File: src/rtl/traffic_pkg.sv
// Shared types and default timing for the traffic light controller.
package traffic_pkg;

  typedef enum logic [1:0] {
    LIGHT_OFF    = 2'b00,
    LIGHT_GREEN  = 2'b01,
    LIGHT_YELLOW = 2'b10,
    LIGHT_RED    = 2'b11
  } light_t;

  typedef enum logic [2:0] {
    S_OFF,
    S_GREEN,
    S_YELLOW,
    S_RED,
    S_BLINK_ON,
    S_BLINK_OFF
  } state_t;

  localparam int DEF_T_GREEN     = 8;
  localparam int DEF_T_GREEN_MIN = 3;
  localparam int DEF_T_YELLOW    = 2;
  localparam int DEF_T_RED       = 6;
  localparam int DEF_T_BLINK     = 2;

  function automatic int max4(input int a, input int b, input int c, input int d);
    int m;
    m = a;
    if (b > m) m = b;
    if (c > m) m = c;
    if (d > m) m = d;
    return m;
  endfunction

  function automatic light_t lamp(input state_t s);
    case (s)
      S_GREEN:    return LIGHT_GREEN;
      S_YELLOW:   return LIGHT_YELLOW;
      S_RED:      return LIGHT_RED;
      S_BLINK_ON: return LIGHT_YELLOW;
      default:    return LIGHT_OFF;
    endcase
  endfunction

endpackage

File: src/rtl/traffic_phase_timer.sv
// Loadable down-counter that parks at zero; times each controller phase.
module phase_timer #(
  parameter int W = 4
) (
  input  logic         clk,
  input  logic         rst,
  input  logic         load,
  input  logic [W-1:0] load_val,
  output logic [W-1:0] value,
  output logic         zero
);

  logic [W-1:0] cnt_d, cnt_q;

  always_comb begin
    cnt_d = cnt_q;
    if (load) begin
      cnt_d = load_val;
    end else if (cnt_q != '0) begin
      cnt_d = cnt_q - W'(1);
    end
  end

  always_ff @(posedge clk or posedge rst) begin
    if (rst) begin
      cnt_q <= '0;
    end else begin
      cnt_q <= cnt_d;
    end
  end

  assign value = cnt_q;
  assign zero  = (cnt_q == '0);

endmodule

File: src/rtl/traffic_ctrl.sv
// Traffic light controller: timed green/yellow/red cycle with pedestrian
// cut-short and a blinking alert override.
module traffic_ctrl
  import traffic_pkg::*;
#(
  parameter int T_GREEN     = DEF_T_GREEN,
  parameter int T_GREEN_MIN = DEF_T_GREEN_MIN,
  parameter int T_YELLOW    = DEF_T_YELLOW,
  parameter int T_RED       = DEF_T_RED,
  parameter int T_BLINK     = DEF_T_BLINK
) (
  input  logic       clk,
  input  logic       rst,
  input  logic       en,
  input  logic       alert,
  input  logic       ped_req,
  output logic [1:0] light,
  output logic       walk,
  output logic       ped_pending
);

  localparam int CNT_W  = $clog2(max4(T_GREEN, T_YELLOW, T_RED, T_BLINK)) + 1;
  // Timer value at which T_GREEN_MIN green cycles have been spent.
  localparam int CUT_AT = T_GREEN - T_GREEN_MIN;

  if (T_GREEN < 1 || T_YELLOW < 1 || T_RED < 1 || T_BLINK < 1 ||
      T_GREEN_MIN >= T_GREEN) begin : g_param_check
    $error("traffic_ctrl: invalid duration parameters");
  end

  state_t           state_d, state_q;
  logic [1:0]       light_d, light_q;
  logic             walk_d, walk_q;
  logic             ped_d, ped_q;
  logic             ped_in;
  logic             tmr_load;
  logic [CNT_W-1:0] tmr_val;
  logic [CNT_W-1:0] tmr_value;
  logic             tmr_zero;

  function automatic logic [CNT_W-1:0] dur_m1(input state_t s);
    case (s)
      S_GREEN:                return CNT_W'(T_GREEN - 1);
      S_YELLOW:               return CNT_W'(T_YELLOW - 1);
      S_RED:                  return CNT_W'(T_RED - 1);
      S_BLINK_ON, S_BLINK_OFF: return CNT_W'(T_BLINK - 1);
      default:                return '0;
    endcase
  endfunction

  phase_timer #(.W(CNT_W)) u_timer (
    .clk      (clk),
    .rst      (rst),
    .load     (tmr_load),
    .load_val (tmr_val),
    .value    (tmr_value),
    .zero     (tmr_zero)
  );

  always_comb begin
    state_d = state_q;
    ped_in  = ped_req && (state_q inside {S_GREEN, S_YELLOW, S_RED});

    if (alert) begin
      case (state_q)
        S_BLINK_ON:  state_d = tmr_zero ? S_BLINK_OFF : S_BLINK_ON;
        S_BLINK_OFF: state_d = tmr_zero ? S_BLINK_ON : S_BLINK_OFF;
        default:     state_d = S_BLINK_ON;
      endcase
    end else begin
      case (state_q)
        S_OFF:    if (en) state_d = S_GREEN;
        // A request arriving this cycle counts, so the cut lands on the same edge that latches it.
        S_GREEN:  if (tmr_zero || ((ped_q || ped_in) && tmr_value <= CNT_W'(CUT_AT)))
                    state_d = S_YELLOW;
        S_YELLOW: if (tmr_zero) state_d = S_RED;
        S_RED:    if (tmr_zero) state_d = S_GREEN;
        S_BLINK_ON, S_BLINK_OFF: state_d = S_RED;
        default:  state_d = S_OFF;
      endcase
    end

    ped_d = ped_q | ped_in;
    if ((state_q == S_RED && state_d != S_RED) ||
        (state_d inside {S_OFF, S_BLINK_ON, S_BLINK_OFF})) begin
      ped_d = 1'b0;
    end

    // Walk is decided once, on entry to red from the normal cycle, then held.
    walk_d = 1'b0;
    if (state_d == S_RED) begin
      walk_d = (state_q == S_RED) ? walk_q : ((state_q == S_YELLOW) && ped_d);
    end

    light_d  = lamp(state_d);
    tmr_load = (state_d != state_q);
    tmr_val  = dur_m1(state_d);
  end

  always_ff @(posedge clk or posedge rst) begin
    if (rst) begin
      state_q <= S_OFF;
      light_q <= LIGHT_OFF;
      walk_q  <= 1'b0;
      ped_q   <= 1'b0;
    end else begin
      state_q <= state_d;
      light_q <= light_d;
      walk_q  <= walk_d;
      ped_q   <= ped_d;
    end
  end

  assign light       = light_q;
  assign walk        = walk_q;
  assign ped_pending = ped_q;

endmodule

File: config.mk
export PLATFORM = sky130hd
export DESIGN_NAME = traffic_ctrl
export DESIGN_NICKNAME = d
export VERILOG_FILES = /design/src/rtl/traffic_pkg.sv /design/src/rtl/traffic_phase_timer.sv /design/src/rtl/traffic_ctrl.sv
export SDC_FILE = /design/constraint.sdc
export NUM_CORES = 1
export LEC_CHECK = 0
export BUFFER_PORTS_ARGS = -buffer_cell sky130_fd_sc_hd__clkbuf_2
export CORE_MARGIN = 2
export CORE_UTILIZATION = 35
export CTS_CLUSTER_DIAMETER = 100
export DETAILED_ROUTE_END_ITERATION = 7
export HOLD_SLACK_MARGIN = 0.02
export PLACE_DENSITY_LB_ADDON = 0.2
export SLEW_MARGIN = 25
export SYNTH_ARGS = -nofsm -noshare
export SYNTH_HDL_FRONTEND = slang
export SYNTH_HIERARCHICAL = 1
export SYNTH_SLANG_ARGS = --single-unit
File: constraint.sdc
create_clock -name clk -period 3.4 [get_ports clk]
set_clock_uncertainty 0.1 [all_clocks]
set_input_delay 0.34 -clock clk [delete_from_list [all_inputs] [get_ports clk]]
set_output_delay 0.34 -clock clk [all_outputs]
set_load 0.005 [all_outputs]
==> flow_metrics.env <==
export IMPL_gp_congestion=0.863
export IMPL_syn_to_final_growth_pct=13.5
export IMPL_ys_warn_count=6
export IMPL_final_cell_mix="inv_1 (11), dfrtp_1 (11), nand2_1 (8), clkbuf_2 (8), o21ai_0 (6)"
export IMPL_worstPathMaxFanout=8
export IMPL_cellPowerDensity_nw_per_um2=606
export IMPL_vias_per_cell=5.27
export IMPL_grt_pass1_vias=615
export IMPL_htreeDepth=1
export IMPL_port_buffers=8
export IMPL_maxClockFrequency_mhz=397
export IMPL_timing_rr_end="u_timer/value[3]$_DFFE_PP0P_"
export IMPL_syn_area_um2=732
export IMPL_initial_utilization=0.373
export IMPL_ys_ff_latch=11
export IMPL_core_rowCount=16
export IMPL_setup_viol=0
export IMPL_multiInputGateArea_um2=389
export IMPL_drv_cap=0
export IMPL_dieArea_um2=2470
export IMPL_ir_worst_vdd_mv=0.320
export IMPL_root_buffer="clkbuf_4"
export IMPL_critPathArrivalTime_ps=2560
export IMPL_cts_buffer_depth=2
export IMPL_core_area_um2=1960
export IMPL_path_clk_slew_ps=70
export IMPL_die_h_um=49.7
export IMPL_cts_tree="done"
export IMPL_grt_overflow_total=0
export IMPL_cp_end_kind="register"
export IMPL_ys_seq_area_frac=0.376
export IMPL_cts_buffers=3
export IMPL_vias=632
export IMPL_hold_end="state_q[2]$_DFF_PP0_"
export IMPL_fillers=224
export IMPL_cellLeakagePower_nw=0.372
export IMPL_hold_viol=0
export IMPL_hold_path_class="input port to register"
export IMPL_clock_latency_ps=260
export IMPL_grt_total_usage=0.150
export IMPL_synth_edff_count=0
export IMPL_holdPathStages=1
export IMPL_fin_setup_tns_ps=0
export IMPL_crit_type="register to register"
export IMPL_final_antenna_net_count=0
export IMPL_cp_start_kind="register"
export IMPL_ff2ff_setup_slack_ps=880
export IMPL_syn_nets=88
export IMPL_wl_per_cell_um=12.6
export IMPL_syn_inst=82
export IMPL_synthTopCellsByArea="dfrtp_1 (38%), inv_1 (5.6%), o21ai_0 (4.1%), nand2_1 (4.1%), mux2_2 (3.1%)"
export IMPL_dp_hpwl_um=1180
export IMPL_grt_pass1_wl_um=2760
export IMPL_reg2reg_depth=10
export IMPL_fin_crit_sh=0.740
export IMPL_synth_flop_cell="dfrtp_1"
export IMPL_outcome="finished clean"
export IMPL_ys_types=37
export IMPL_yosys_area_top_type="dfrtp_1"
export IMPL_antenna_found_initial=0
export IMPL_drt_iter0_markers=20
export IMPL_final_max_slew_viol_count=0
export IMPL_routed_wl_um=1520
export IMPL_rsz0062_at_grt="no"
export IMPL_worst_ep_required_time_ps=3450
export IMPL_firstDrtPassIters=4
export IMPL_post_cts_setup_buffer_count=0
export IMPL_synthArstFlopShare=1.00
export IMPL_die_x_um=49.7
export IMPL_drc=0
export IMPL_grt_max_degree=11
export IMPL_antenna_cells=0
export IMPL_finalPower_uw=503
export IMPL_layout_nets=100
export IMPL_layout_drive_gt1_share=0.204
export IMPL_r2r_start="u_timer/value[0]$_DFFE_PP0P_"
export IMPL_io_pins=9
export IMPL_regArea_um2=275
export IMPL_worstHoldStart="alert"
export IMPL_avgSynthCellArea_um2=8.93
export IMPL_period_minus_slack_ps=2520
export IMPL_cts_sinks=11
export IMPL_yosys_area_top_type_share=0.376
[cells by family after synthesis]
family | count (synthesis) | synth area share
compound gates | 25 | 0.260
simple gates | 24 | 0.181
buf+inv | 15 | 0.0923
flops | 11 | 0.376
mux | 3 | 0.0444
xor+xnor | 2 | 0.0239
fa+ha+maj | 1 | 0.0171
other cells | 1 | 0.00512
[stage by stage]
step                       util  area, um^2  setup slack [ps]  cells  hold slack (ps)
after floorplan               -         732               890     82             6.08
after global placement    0.405         795               915    115              114
after detailed placement  0.405         795               917    115              120
after CTS                 0.423         831               886    120              174
after global routing      0.423         831               620    120              192
final                     0.423         831               883    120              192
[repair_timing]
action,4_1_cts,5_1_grt
endpoints found under the setup margin,0,0
hold buffers,1,0
gates resized for setup,0,0
endpoints found under the hold margin,11,0
[report_power, final]
part | internal, mW | switching, mW | leakage (nW) | total, mW
logic | 0.102 | 0.113 | 0.221 | 0.215
registers | 0.162 | 0.0401 | 0.136 | 0.202
clock network | 0.0454 | 0.0417 | 0.0150 | 0.0871
[sequential cells by signal, summed over array words and instances, names as in the netlist]
register / cells
walk: 1
light: 2
u_timer/value: 4
ped_pending: 1
state_q: 3
[Yosys cell counts (3+ instances only)]
master,n
nand2_1,8
a21oi_1,3
o211ai_1,3
o21ai_0,6
nor3_1,4
inv_1,11
dfrtp_1,11
[worst max-delay path by stage]
stage / slack [ps] / depth (start not counted) / endpoint / start
2_1_floorplan: 890 / 10 / u_timer/value[3]$_DFFE_PP0P_ / u_timer/value[0]$_DFFE_PP0P_
6_report: 880 / 10 / u_timer/value[3]$_DFFE_PP0P_ / u_timer/value[0]$_DFFE_PP0P_
4_1_cts: 890 / 10 / u_timer/value[3]$_DFFE_PP0P_ / u_timer/value[0]$_DFFE_PP0P_
3_3_place_gp: 920 / 10 / u_timer/value[3]$_DFFE_PP0P_ / u_timer/value[0]$_DFFE_PP0P_
5_1_grt: 620 / 10 / u_timer/value[3]$_DFFE_PP0P_ / u_timer/value[0]$_DFFE_PP0P_
3_5_place_dp: 920 / 10 / u_timer/value[3]$_DFFE_PP0P_ / u_timer/value[0]$_DFFE_PP0P_
[critical path, cell delays in order, from the launching register on]
cell	delay, ps
dfrtp_1	370
inv_1	90
ha_1	200
nor3b_4	280
nor3_1	100
a41oi_1	390
a21oi_1	120
o22ai_1	190
buf_4	180
nor3_1	50
a221o_1	330
[cell type report]
cell class	instances	area share
clock buffers	4	0.0316
well taps	27	0.0407
repair buffers	11	0.0783
multi-input cells	56	0.468
flip-flops and latches	11	0.331
inverters	11	0.0497
[layer usage]
layer	share of wire	track usage
met5	0	0
met4	0.017	0.0833
met3	0.045	0.0455
met2	0.48	0.224
met1	0.46	0.192
Power figures use the tool's default switching activity.
